**config.mk**
```make
export PLATFORM = sky130hd
export DESIGN_NAME = reg_bank_write_flat
export DESIGN_NICKNAME = d
export VERILOG_FILES = /design/src/rtl/reg_bank_write_if.sv /design/src/rtl/reg_bank_write.sv /design/src/flat_wrapper.sv
export SDC_FILE = /design/constraint.sdc
export NUM_CORES = 1
export LEC_CHECK = 0
export ABC_AREA = 1
export ABC_CLOCK_PERIOD_IN_PS = 2850
export CAP_MARGIN = 20
export CORE_MARGIN = 2
export CORE_UTILIZATION = 45
export DETAILED_ROUTE_END_ITERATION = 8
export GPL_ROUTABILITY_DRIVEN = 0
export PLACE_DENSITY = 0.75
export SETUP_SLACK_MARGIN = 0.2
export SLEW_MARGIN = 20
export SYNTH_ARGS = -nofsm -noshare
export SYNTH_HDL_FRONTEND = slang
export SYNTH_SLANG_ARGS = --single-unit
```
**constraint.sdc**
```tcl
create_clock -name Clock -period 2.85 [get_ports Clock]
set_input_delay 0.4275 -clock Clock [delete_from_list [all_inputs] [get_ports Clock]]
set_output_delay 0.4275 -clock Clock [all_outputs]
set_load 0.01 [all_outputs]
```
**src/rtl/reg_bank_write_if.sv**
```systemverilog
// rtl/reg_bank_write_if.sv - write-side bus of the 8-entry register file
//
// Purpose: groups the request inputs (WE, A2..A0, D, Clear) and the
//          registered outputs (Busy, WrAck, Q0..Q7) of reg_bank_write.
// Modports:
//   master : requester side, drives WE/A2/A1/A0/D/Clear, observes outputs
//   slave  : register bank side, receives requests, drives Busy/WrAck/Q0..Q7
interface reg_bank_write_if #(
    parameter int WIDTH = 13
);
    logic             WE;
    logic             A2;
    logic             A1;
    logic             A0;
    logic [WIDTH-1:0] D;
    logic             Clear;
    logic             Busy;
    logic             WrAck;
    logic [WIDTH-1:0] Q0;
    logic [WIDTH-1:0] Q1;
    logic [WIDTH-1:0] Q2;
    logic [WIDTH-1:0] Q3;
    logic [WIDTH-1:0] Q4;
    logic [WIDTH-1:0] Q5;
    logic [WIDTH-1:0] Q6;
    logic [WIDTH-1:0] Q7;

    modport master (
        output WE, A2, A1, A0, D, Clear,
        input  Busy, WrAck, Q0, Q1, Q2, Q3, Q4, Q5, Q6, Q7
    );

    modport slave (
        input  WE, A2, A1, A0, D, Clear,
        output Busy, WrAck, Q0, Q1, Q2, Q3, Q4, Q5, Q6, Q7
    );
endinterface

```
**src/rtl/reg_bank_write.sv**
```systemverilog
// rtl/reg_bank_write.sv - write side of the 8 x WIDTH register file with sequential clear
//
// Purpose: decodes {A2,A1,A0} into a one-hot entry enable, stores D with a
//          one-cycle WrAck, and runs an 8-cycle clear sweep on request.
// Ports:
//   Clock : rising-edge clock for all state
//   Reset : synchronous, active-high, overrides everything
//   bus   : reg_bank_write_if.slave (WE, A2..A0, D, Clear in;
//           Busy, WrAck, Q0..Q7 out, all registered)
module reg_bank_write #(
    parameter int               WIDTH     = 13,
    parameter logic [WIDTH-1:0] CLR_VALUE = '0
) (
    input  logic              Clock,
    input  logic              Reset,
    reg_bank_write_if.slave   bus
);
    typedef enum logic [0:0] {
        IDLE  = 1'b0,
        CLEAR = 1'b1
    } state_t;

    state_t           state;
    logic [2:0]       cnt;
    logic             busy;
    logic             wrack;
    logic [WIDTH-1:0] q [8];
    logic [2:0]       addr;

    assign addr = {bus.A2, bus.A1, bus.A0};

    always_ff @(posedge Clock) begin
        if (Reset) begin
            // Reset zeroes the entries regardless of CLR_VALUE and abandons any sweep.
            for (int i = 0; i < 8; i++) begin
                q[i] <= '0;
            end
            state <= IDLE;
            cnt   <= 3'd0;
            busy  <= 1'b0;
            wrack <= 1'b0;
        end else begin
            wrack <= 1'b0;
            case (state)
                IDLE: begin
                    // Clear takes precedence; a simultaneous write is dropped.
                    if (bus.Clear) begin
                        state <= CLEAR;
                        cnt   <= 3'd0;
                        busy  <= 1'b1;
                    end else if (bus.WE) begin
                        q[addr] <= bus.D;
                        wrack   <= 1'b1;
                    end
                end
                CLEAR: begin
                    // WE and Clear are ignored here; one entry is cleared per cycle.
                    q[cnt] <= CLR_VALUE;
                    cnt    <= cnt + 3'd1;
                    if (cnt == 3'd7) begin
                        state <= IDLE;
                        busy  <= 1'b0;
                    end
                end
                default: begin
                    state <= IDLE;
                    busy  <= 1'b0;
                end
            endcase
        end
    end

    assign bus.Busy  = busy;
    assign bus.WrAck = wrack;
    assign bus.Q0    = q[0];
    assign bus.Q1    = q[1];
    assign bus.Q2    = q[2];
    assign bus.Q3    = q[3];
    assign bus.Q4    = q[4];
    assign bus.Q5    = q[5];
    assign bus.Q6    = q[6];
    assign bus.Q7    = q[7];
endmodule

```
**src/flat_wrapper.sv**
```systemverilog
// flat-port wrapper written by rule: the top's interface ports become plain ports
module reg_bank_write_flat 
#(
    parameter int               WIDTH     = 13,
    parameter logic [WIDTH-1:0] CLR_VALUE = '0
)
  (Clock, Reset, bus_WE, bus_A2, bus_A1, bus_A0, bus_D, bus_Clear, bus_Busy, bus_WrAck, bus_Q0, bus_Q1, bus_Q2, bus_Q3, bus_Q4, bus_Q5, bus_Q6, bus_Q7);
  reg_bank_write_if #(.WIDTH(WIDTH)) bus_i ();
  input  logic Clock;
  input  logic Reset;
  input wire logic [$bits(bus_i.WE)-1:0] bus_WE;
  input wire logic [$bits(bus_i.A2)-1:0] bus_A2;
  input wire logic [$bits(bus_i.A1)-1:0] bus_A1;
  input wire logic [$bits(bus_i.A0)-1:0] bus_A0;
  input wire logic [$bits(bus_i.D)-1:0] bus_D;
  input wire logic [$bits(bus_i.Clear)-1:0] bus_Clear;
  output wire logic [$bits(bus_i.Busy)-1:0] bus_Busy;
  output wire logic [$bits(bus_i.WrAck)-1:0] bus_WrAck;
  output wire logic [$bits(bus_i.Q0)-1:0] bus_Q0;
  output wire logic [$bits(bus_i.Q1)-1:0] bus_Q1;
  output wire logic [$bits(bus_i.Q2)-1:0] bus_Q2;
  output wire logic [$bits(bus_i.Q3)-1:0] bus_Q3;
  output wire logic [$bits(bus_i.Q4)-1:0] bus_Q4;
  output wire logic [$bits(bus_i.Q5)-1:0] bus_Q5;
  output wire logic [$bits(bus_i.Q6)-1:0] bus_Q6;
  output wire logic [$bits(bus_i.Q7)-1:0] bus_Q7;
  assign bus_i.WE = bus_WE;
  assign bus_i.A2 = bus_A2;
  assign bus_i.A1 = bus_A1;
  assign bus_i.A0 = bus_A0;
  assign bus_i.D = bus_D;
  assign bus_i.Clear = bus_Clear;
  assign bus_Busy = bus_i.Busy;
  assign bus_WrAck = bus_i.WrAck;
  assign bus_Q0 = bus_i.Q0;
  assign bus_Q1 = bus_i.Q1;
  assign bus_Q2 = bus_i.Q2;
  assign bus_Q3 = bus_i.Q3;
  assign bus_Q4 = bus_i.Q4;
  assign bus_Q5 = bus_i.Q5;
  assign bus_Q6 = bus_i.Q6;
  assign bus_Q7 = bus_i.Q7;
  reg_bank_write #(.WIDTH(WIDTH), .CLR_VALUE(CLR_VALUE)) u_core (.Clock(Clock), .Reset(Reset), .bus(bus_i));
endmodule
```
# Word-level counts from Yosys, hierarchy flattened
# Memories as Yosys holds them, arrays and structs flattened.
# Index checks and enable logic that the tools add are counted.
classes:
  n_addsub: 1
  multipliers: 0
  div: 0
  n_lt_le_gt_ge: 0
  eq_ne: 3
  n_shift: 0
  mux: 24
  bitwise: 1
  reduce_logical: 3
op_table:
  columns: ["op", "count"]
  rows:
  - ["two-way mux 13 bit", 2]
  - ["OR reduction 13 bit", 2]
  - ["two-way mux 1 bit", 16]
  - ["two-way mux 3 bit", 3]
  - ["case mux 3 bit (2 select lines)", 1]
  - ["inequality test 2 bit, second input constant", 2]
  - ["case mux 1 bit (2 select lines)", 2]
  - ["adder 3 x 1 -> 3 bit, second input constant", 1]
  - ["== test 3 bit, second input constant", 1]
  - ["AND reduction 2 bit", 1]
  - ["NOT 1 bit", 1]
word_totals:
  reg_bits: 6
  latchBits: 0
  mem_bits_rw: 104
  mem_bits_ro: 0
  input_bits: 20
  output_inout_bits: 106
  word_cells: 37
  memories: 1
mem_list:
  columns: ["name", "depth", "word_bits", "rd", "rd_ports_with_merged_regs", "wr", "line", "rtl"]
  rows:
  - ["u_core.q", 8, 13, 8, 0, 8, "reg_bank_write.sv:27", "logic [WIDTH-1:0] q [8];"]

# Depth between registers and ports, before layout
# Gate-level depths: netlist of run 1.
depth:
  depth_word: 8
  depth_mapped: 9
  mapped_depth_nobuf: 6

# Worst setup path after synthesis of run 1
# Ideal clock, no wire load.
synth_timing:
  path_kind: "input port to flip-flop"
  start: "input Reset"
  end: "memory u_core.q[7][0], enable pin"
  arrival_ns: 1.986
  required_time_ns: 2.449
  path_slack_ns: 0.463
  path_stages: 6
  path_buffers: 1
  cell_sequence: "inv_2 buf_2 nand3_1 nand2_2 nand2_4 o21ai_0"
synth_rtl:
  columns: ["element", "line", "rtl"]
  rows:
  - ["start: declaration", "flat_wrapper.sv:10", "input logic Reset;"]
  - ["end: declaration", "reg_bank_write.sv:27", null]

==> flow_summary.ini, run 1 <==
[outcome]
status = finished, final reports clean

[floorplan]
start_util_pct = 46.55
chipHeight_um = 107.8
num_io_pins = 126
core_area_um2 = 10420
die-area_um2 = 11620
die_w_um = 107.8
rows = 37

[power_and_ir_drop]
switching_share_pct = 25.30
power.combinational.fraction_pct = 14.4
switchingPower_uw = 821.0
power_leakage_nw = 2.096
p_clk_share_pct = 28.2
intPower_mw = 2.423
power.share.sequential_pct = 57.4
vdd_drop_max_v = 0.0003239
p_per_area_nw_per_um2 = 508.7

[global_routing]
grt_pass1_wl_um = 16800
grt_max_degree = 32
overflow = 0
antenna_found_initial = 0
grt_pass1_vias = 3004
grt_usage_pct = 19.83

[critical_path]
critPathMaxStageDelay_ns = 0.50
r2r_cells = 6
reg2reg_slack_ns = 0.83
path_cells = clkdlybuf4s50_1 > inv_2 > nand2_2 > nand2_1 > nand2_1 > nand2_2 > buf_4 > nor3_2
cpLargestDelayFamily = buffers and inverters
crit_slowest_cell = clkdlybuf4s50_1
worst-setup-path-type = primary input to register
timing.rr.start = u_core.state$_SDFF_PP0_
required_ns = 2.94
startpoint_type = primary input
cp-end-kind = register
path_max_fanout = 31
r2r-end = u_core.q[6][12]$_SDFFCE_PN0P_
cp-startpoint = Reset
cp_num_buf_inv = 3
arrival_ns = 2.29

[sta]
rsz0062_at_grt = no
worstMarginPinSlew_ns = 0.5454
maxSlewViolCount = 0
final_hold_viol_count = 0
finalCritPeriodShare_pct = 77.03
finClkSkew_ns = 0.01434
setup-tns-final_ns = 0
slew_headroom_pct = 63.55
post-route-min-period_ns = 2.195
setup_viol = 0
timing.fmax_mhz = 455.5

[logic_synthesis]
synth_seq_cells = 110
syn_inst = 310
synth_async_sr_flop_share_pct = 0
syn_nets = 332
synth_area_um2 = 4848
synth.distinct_cells = 20
synth_edf_count = 104
ys_warn_count = 0
synth_area_per_cell_um2 = 15.64
seq_area_frac_synth_pct = 66.89
ys.flop_type = edfxtp_1

[detailed_routing]
dr.pass1.iters = 5
drtIter0Drc = 149
drtAntennaViolNets = 0
wl_um = 11030
drc = 0
vias_per_cell = 5.184
wl_per_cell_um = 18.99
vias = 3012

[cells_and_area]
fin_util_pct = 61.23
num-nets-final = 462
drive_above_1_share_pct = 33.26
fin_cells = 581
antenna_cells = 0
syn_to_final_growth_pct = 31.54
fillers = 808

[hold_path]
hold_path_end = u_core.bus.Busy$_SDFFE_PP0P_
hp-class = register to register
hp-start = u_core.bus.Busy$_SDFFE_PP0P_
min_path_cells = 2

[cts]
cts_buffers = 9
hold_buffers = 0
h-tree-depth = 3
root_buffer = clkbuf_8
clkSinkCount = 110
clockBufferDepth = 2
insertion_delay_ns = 0.36
cts_tree = done
cts_setup_buffers = 0
cts.reportedPaths.clkPinSlew_ns = 0.11
cts-resized-gates = 0

[run]
cap_viol_max_count = 0

[placement]
io_buffers = 125
placed_cells = 565
dp_hpwl_um = 7448
## through the flow
stage          area (um2)  hold slack (ns)  power (mW)  worst slack (ns)
2_1_floorplan        4848           0.4860       2.151            0.4627
3_5_place_dp         6187           0.4648       2.371            0.3105
4_1_cts              6377           0.5030       3.271            0.6946
3_3_place_gp         6187           0.4630       2.363            0.3975
6_report             6377           0.5026       3.244            0.6547
5_1_grt              6377           0.5642       3.355            0.5444
## area by class of cell
class | count | area, um2 | share of cell area [%]
clock buffers | 11 | 131.4 | 2.060
multi-input cells | 167 | 1354 | 21.23
repair buffers | 143 | 1386 | 21.74
inverters | 9 | 33.78 | 0.5297
clock inverters | 5 | 58.81 | 0.9221
flip-flops and latches | 110 | 3243 | 50.85
well taps | 136 | 170.2 | 2.668
## power groups by stage
stage	clock network, mW	registers [mW]	logic, mW
3_5_place_dp	0	1.90	0.471
6_report	0.915	1.86	0.466
5_1_grt	0.987	1.87	0.497
3_3_place_gp	0	1.90	0.463
4_1_cts	0.935	1.86	0.471
2_1_floorplan	0	1.93	0.220
## worst reg2reg max path, cell delays in order (launching register included)
cell and delay, ns:
dfxtp_1 0.58, nand2_2 0.23, nand2_1 0.11, nand2_1 0.07
nand2_2 0.21, buf_4 0.47, nor3_2 0.09
## synthesized netlist by cell type, types with 2 or more instances
cell | n | area share [%]
nand2_1 | 18 | 1.4
buf_2 | 4 | 0.41
nand2_4 | 4 | 0.93
buf_4 | 6 | 0.93
dfxtp_1 | 6 | 2.5
ha_1 | 2 | 0.52
nand3_1 | 5 | 0.52
nor3_1 | 10 | 1.0
nand2_2 | 15 | 1.9
buf_6 | 14 | 3.3
inv_1 | 8 | 0.62
nor2_1 | 6 | 0.46
nor3_2 | 94 | 19
o21ai_0 | 8 | 0.83
a22oi_1 | 2 | 0.31
edfxtp_1 | 104 | 64
## sequential cells by signal (all words and copies together), names as in the netlist
| name | cells |
|---|---|
| u_core.q | 104 |
| u_core.bus.WrAck | 1 |
| u_core.bus.Busy | 1 |
| u_core.state | 1 |
| u_core.cnt | 3 |
## layout by cell type, fill, tap and decap left out
cell / synthesis / routed
a22oi_1: 2 / 2
nor3_2: 94 / 94
nor2_4: 1 / 1
clkdlybuf4s50_1: 0 / 125
clkinvlp_4: 0 / 1
inv_1: 8 / 8
nand2_4: 4 / 4
a211oi_1: 1 / 1
nand2_2: 15 / 17
inv_6: 0 / 1
nand2_1: 18 / 16
clkinv_4: 0 / 1
edfxtp_1: 104 / 104
clkbuf_1: 0 / 2
a21oi_1: 1 / 1
nor2_1: 6 / 6
buf_4: 6 / 18
nor3_1: 10 / 10
nand3_1: 5 / 5
bufinv_16: 0 / 1
dfxtp_1: 6 / 6
o21ai_1: 0 / 8
inv_2: 1 / 1
clkbuf_8: 0 / 9
ha_1: 2 / 2
clkinv_1: 0 / 1
## how the worst max path moves through the flow
stage                     depth (start not counted)  slack, ns                            end
after floorplan                                   6       0.46   u_core.q[7][0]$_SDFFCE_PN0P_
after global placement                            8       0.40   u_core.q[4][3]$_SDFFCE_PN0P_
after detailed placement                          8       0.31  u_core.q[6][12]$_SDFFCE_PN0P_
after CTS                                         8       0.69  u_core.q[6][12]$_SDFFCE_PN0P_
after global routing                              8       0.54   u_core.q[6][6]$_SDFFCE_PN0P_
final                                             8       0.65  u_core.q[6][12]$_SDFFCE_PN0P_
## cells by family (layout without fill, tap and decap cells)
kind of cell | Yosys count | after routing | share of synthesized area (%)
AOI/OAI and AO/OA | 12 | 12 | 1.393
adders and majority gates | 2 | 2 | 0.5160
buffers and inverters | 33 | 168 | 5.290
DFF | 110 | 110 | 66.89
and+or+nand+nor | 153 | 153 | 25.91
## routing by layer
layer,part of all wire (%),vias up,track usage [%]
met5,0,-,0
met4,1.2,0,5.495
met3,7.2,11,5.085
met2,48,130,31.22
met1,43,1472,27.36
li1,-,1399,-
(Power assumes the default switching activity.)
==> inputs of run 2 (changes only) <==
--- a/config.mk
+++ b/config.mk
@@ -6,7 +6,7 @@
 export NUM_CORES = 1
 export LEC_CHECK = 0
 export ABC_AREA = 1
-export ABC_CLOCK_PERIOD_IN_PS = 2850
+export ABC_CLOCK_PERIOD_IN_PS = 2100
 export CAP_MARGIN = 20
 export CORE_MARGIN = 2
 export CORE_UTILIZATION = 45
==> constraint.sdc (replaced) <==
create_clock -name Clock -period 2.1 [get_ports Clock]
set_input_delay 0.315 -clock Clock [delete_from_list [all_inputs] [get_ports Clock]]
set_output_delay 0.315 -clock Clock [all_outputs]
set_load 0.01 [all_outputs]
==> run 2 against run 1 <==
Combinational power rose by 46%; worst hold slack improved by 0.014 ns; global-route usage fell by 0.073 points; critical path type unchanged; sequential share of layout area fell by 1.3 points; design area rose by 2.7%; clock skew fell by 0.0047 ns; sequential cell count did not move; clock power rose by 29%; largest power group unchanged; clock-buffer cell count rose by 1; first-iteration DRC count rose by 0.67%.
==> flow_summary.ini, run 2 (synthesis gave the netlist of run 1 again) <==
[placement]
placed_cells = 576
placed_cell_area_um2 = 6365
dp_hpwl_um = 7765
io_buffers = 125

[sta]
rsz0062_at_grt = no
post-route-min-period_ns = 1.763
whs_ns = 0.5169
finalCritPeriodShare_pct = 83.94
finClkSkew_ns = 0.009597
maxSlewViolCount = 0
setup_viol = 0
setup-tns-final_ns = 0
slew_headroom_pct = 74.05
timing.fmax_mhz = 567.3
worstMarginPinSlew_ns = 0.3879
final_hold_viol_count = 0

[critical_path]
timing.rr.start = u_core.state$_SDFF_PP0_
arrival_ns = 1.82
path_max_fanout = 13
reg2reg_slack_ns = 0.39
worst-setup-path-type = primary input to register
required_ns = 2.16
cp-end-kind = register
startpoint_type = primary input
cp-startpoint = Reset

[cts]
clkSinkCount = 110
h-tree-depth = 3
insertion_delay_ns = 0.36
cts_buffers = 9
cts.reportedPaths.clkPinSlew_ns = 0.10
root_buffer = clkbuf_8
clockBufferDepth = 2
cts_tree = done
hold_buffers = 0

[global_routing]
antenna_found_initial = 0
grt_pass1_wl_um = 16690
grt_usage_pct = 19.76
grt_pass1_vias = 2968
grt_max_degree = 31
overflow = 0

[cells_and_area]
fin_cells = 592
final_common_cell = clkdlybuf4s50_1
largest_registers = u_core.q x104, u_core.cnt x3
final_cell_mix = 125 x clkdlybuf4s50_1, 104 x edfxtp_1, 94 x nor3_2
stdcell_area_um2 = 6551
num-nets-final = 473
syn_to_final_growth_pct = 35.12
drive_above_1_share_pct = 36.40
largest_register_ffs = 104
largest-register = u_core.q
antenna_cells = 0

[run]
cap_viol_max_count = 0

[floorplan]
core_area_um2 = 10420
die-area_um2 = 11620
rows = 37
num_io_pins = 126
die_w_um = 107.8
chipHeight_um = 107.8
start_util_pct = 46.55

[detailed_routing]
wl_per_cell_um = 18.67
dr.max_layer_used = met4
vias = 2980
m1WireLength_um = 4544
vias_per_cell = 5.034
met2_length_um = 5656
drtIter0Drc = 150
dr.pass1.iters = 4
drtAntennaViolNets = 0
wl_um = 11060
met3WireLength_um = 758
drc = 0

[power_and_ir_drop]
p_per_area_nw_per_um2 = 669.3
power_leakage_nw = 2.190
vdd_drop_max_v = 0.0003785

[outcome]
status = finished, final reports clean

[hold_path]
hp-start = u_core.bus.Busy$_SDFFE_PP0P_
hp-class = register to register
[run 2: path summary, 6_finish.rpt]
| kind | endpoint | cells after the start |
|---|---|---|
| setup reg to reg | u_core.q[3][8]$_SDFFCE_PN0P_ | 7 |
| setup / recovery | u_core.q[3][8]$_SDFFCE_PN0P_ | 7 |
| hold reg to reg | u_core.bus.Busy$_SDFFE_PP0P_ | 2 |
| hold / removal | u_core.bus.Busy$_SDFFE_PP0P_ | 2 |
[run 2: routing by layer]
layer  vias to the layer above  global-route usage, %
met3                         6                  3.329
met4                         0                  8.425
met5                         -                      0
met1                      1436                  26.73
met2                       117                  31.54
li1                       1421                      -
[run 2: final cells by class]
cell class,count,area [um2]
multi-input combinational,167,1374
timing repair buffer,154,1544
clock inverter,4,30.03
fill,803,3865
sequential,110,3244
tap,136,170.2
clock buffer,12,155.1
inverter,9,33.78
[run 2: report_power, final]
part	leakage, nW	total, mW	internal (mW)	switching (mW)
clock	0.0930	1.18	0.502	0.673
sequential	1.14	2.53	2.49	0.0401
combinational	0.962	0.679	0.279	0.400
total	2.19	4.38	3.27	1.11
[run 2: timing repair]
| item | 4_1_cts | 5_1_grt |
|---|---|---|
| buffers inserted | 0 | 0 |
| gates resized for setup | 0 | 1 |
| setup endpoints to repair | 0 | 104 |
[run 2: worst max-delay path: stages]
cell and delay, ns:
clkdlybuf4s50_1 0.43, inv_2 0.14, nand2_2 0.13, nand2_1 0.19, nand2_2 0.20, o21ai_1 0.17
buf_4 0.23
[run 2: stage by stage]
step / utilization [%] / setup WS (ns) / total power, mW
after floorplan: - / 0.1115 / 2.923
after global placement: 61.11 / 0.07587 / 3.253
after detailed placement: 61.11 / -0.02429 / 3.265
after CTS: 62.88 / 0.2629 / 4.417
after global routing: 62.89 / 0.2231 / 4.528
final: 62.89 / 0.3373 / 4.385
==> variant (flow settings as in run 1) <==
`WIDTH` is set to 13 in 3 places; all go to 26.
--- a/src/rtl/reg_bank_write_if.sv
+++ b/src/rtl/reg_bank_write_if.sv
@@ -8,3 +8,3 @@
 interface reg_bank_write_if #(
-    parameter int WIDTH = 13
+    parameter int WIDTH = 26
 );
--- a/src/rtl/reg_bank_write.sv
+++ b/src/rtl/reg_bank_write.sv
@@ -10,3 +10,3 @@
 module reg_bank_write #(
-    parameter int               WIDTH     = 13,
+    parameter int               WIDTH     = 26,
     parameter logic [WIDTH-1:0] CLR_VALUE = '0
--- a/src/flat_wrapper.sv
+++ b/src/flat_wrapper.sv
@@ -3,3 +3,3 @@
 #(
-    parameter int               WIDTH     = 13,
+    parameter int               WIDTH     = 26,
     parameter logic [WIDTH-1:0] CLR_VALUE = '0
Ports: changed (9 resized); port bits go from 126 to 243. The function was not compared with the original's and may differ.
==> variant against run 1 <==
Power is 120% higher; routed wire length grew 120%; critical path depth shrank 2; setup slack improved by 0.045 ns; die area increased by 82%; count of clock-buffer cells in the layout rose by 17; synthesized area up 86%; sequential cell count grew 104; hold slack got worse by 0.0087 ns; cell area is 96% higher; largest power group unchanged.
==> variant: results (changes against run 1) <==
[detailed_routing]
drt-pass1-iter-count=4  ; was 5
via_per_inst=5.389  ; was 5.184
wl_per_cell_um=22.00  ; was 18.99 um
drt_iter0_drc=416  ; was 149

[synthesis]
synth_edf_count=208  ; was 104
synth_common_cells=208 x edfxtp_1, 150 x nor3_2, 58 x nor3_1  ; was 104 x edfxtp_1, 94 x nor3_2, 18 x nand2_1
netlist_area_sq_mm=0.009004  ; was 0.004848 sq mm
ys_async_sr_fraction=0  ; unchanged
synth_area_leaders=edfxtp_1 69%, nor3_2 17%, nor3_1 3.2%  ; was edfxtp_1 64%, nor3_2 19%, buf_6 3.3%
yosysWarnings=0  ; unchanged
synth.distinct_cells=23  ; was 20
synth_flop_cell=edfxtp_1  ; unchanged
syn_nets=589  ; was 332
synth.yosys.seq_area_share=0.7071  ; was 0.6689

[power]
p_leak_uw=0.004084  ; was 0.002096 uW
vdd_drop_max_uv=371.3  ; was 323.9 uV

[placed_design]
placed_area_sq_mm=0.01180  ; was 0.006187 sq mm
io_buffer_count=242  ; was 125
dp_hpwl_um=16290  ; was 7448 um

[grt]
antenna_found_initial=0  ; unchanged
grt_max_degree=59  ; was 32
grt_pass1_vias=5810  ; was 3004
grt_util_all_layers=0.2199  ; was 0.1983
grt_pass1_wl_um=35780  ; was 16800 um

[cts]
cts.path.max_buffers=3  ; was 2
clk_latency_ns=0.50  ; was 0.36 ns
cts_resized=0  ; unchanged
post_cts_buffers=0  ; unchanged
numCtsBuffers=23  ; was 9
clockRootBuffer=clkbuf_16  ; was clkbuf_8
clkTransAtPathRegs_ns=0.06  ; was 0.11 ns
cts_max_level=1  ; was 3

[cells_and_area]
nNetsFinal=836  ; was 462
fillers=1397  ; was 808
largestRegisters=u_core.q: 208 flops, u_core.cnt: 3 flops  ; was u_core.q: 104 flops, u_core.cnt: 3 flops
diodes=0  ; unchanged
drive_gt1_frac=0.3097  ; was 0.3326

[worst_setup_path]
slowest_stage=dfxtp_1  ; was clkdlybuf4s50_1
critPathMaxStageDelay_ns=0.61  ; was 0.50 ns
critPathMaxFanout=42  ; was 31
crit_arrival_ns=2.38  ; was 2.29 ns

[worst_hold_path]
hold_path.class=reg2reg  ; unchanged

[timing]
fin_skew_ns=0.01728  ; was 0.01434 ns
max-slew-margin-rel=0.5482  ; was 0.6355

[status]
outcome=finished clean  ; unchanged

[floorplan]
die_w_um=145.5  ; was 107.8 um

[variant: cell type report]
type	count	area, sq um	share of cell area
clock buffer	28	594.3	0.04760
clock inverter	13	91.34	0.007315
inverter	9	33.78	0.002706
multi-input combinational	284	2356	0.1887
sequential	214	6366	0.5099
tap	265	331.6	0.02656
timing repair buffer	269	2713	0.2173
[variant: path summary, 6_finish.rpt]
kind | startpoint | endpoint | slack (ns) | cells past startpoint
min | u_core.bus.Busy$_SDFFE_PP0P_ | u_core.bus.Busy$_SDFFE_PP0P_ | 0.49 | 2
max | u_core.state$_SDFF_PP0_ | u_core.q[5][10]$_SDFFCE_PN0P_ | 0.70 | 6
min reg2reg | u_core.bus.Busy$_SDFFE_PP0P_ | u_core.bus.Busy$_SDFFE_PP0P_ | 0.49 | 2
max reg2reg | u_core.state$_SDFF_PP0_ | u_core.q[5][10]$_SDFFCE_PN0P_ | 0.70 | 6
[variant: cell families (layout without fill, tap and decap cells)]
group                    after synthesis  after routing  share of synthesized area
flip-flops                           214            214                     0.7071
adder cells (fa/ha/maj)                2              2                   0.002779
AND/OR/NAND/NOR                      270            270                     0.2383
AO/OA/AOI/OAI                         12             12                   0.007504
buffers and inverters                 56            319                    0.04433
[variant: power breakdown]
group          internal [uW]  leakage, uW  switching [uW]  total, uW
Combinational            344      0.00153             561        905
Sequential              3590      0.00222            57.9       3650
Clock                   1570     0.000336            1160       2740
[variant: stage by stage]
step / std cells / TNS (ns) / setup slack, ns / hold WS (ns)
2_1_floorplan: 554 / -26.20 / -0.5039 / 0.4860
3_3_place_gp: 1041 / 0 / 0.3240 / 0.4578
3_5_place_dp: 1041 / 0 / 0.2601 / 0.4756
4_1_cts: 1082 / 0 / 0.7311 / 0.4938
5_1_grt: 1082 / 0 / 0.5861 / 0.5091
6_report: 1082 / 0 / 0.6999 / 0.4939
[variant: per-layer routing]
| metal | global-route usage | share of wire | vias up |
|---|---|---|---|
| li1 | - | - | 2567 |
| met1 | 0.2963 | 0.40 | 2841 |
| met2 | 0.3647 | 0.48 | 373 |
| met3 | 0.04295 | 0.091 | 50 |
| met4 | 0.06618 | 0.026 | 0 |
| met5 | 0 | 0 | - |
[variant: critical path: cells and delay by family, from the launching register on]
| family | cells | cell delay (ns) |
|---|---|---|
| flops | 1 | 0.61 |
| buf+inv | 1 | 0.50 |
| simple gates | 5 | 0.74 |
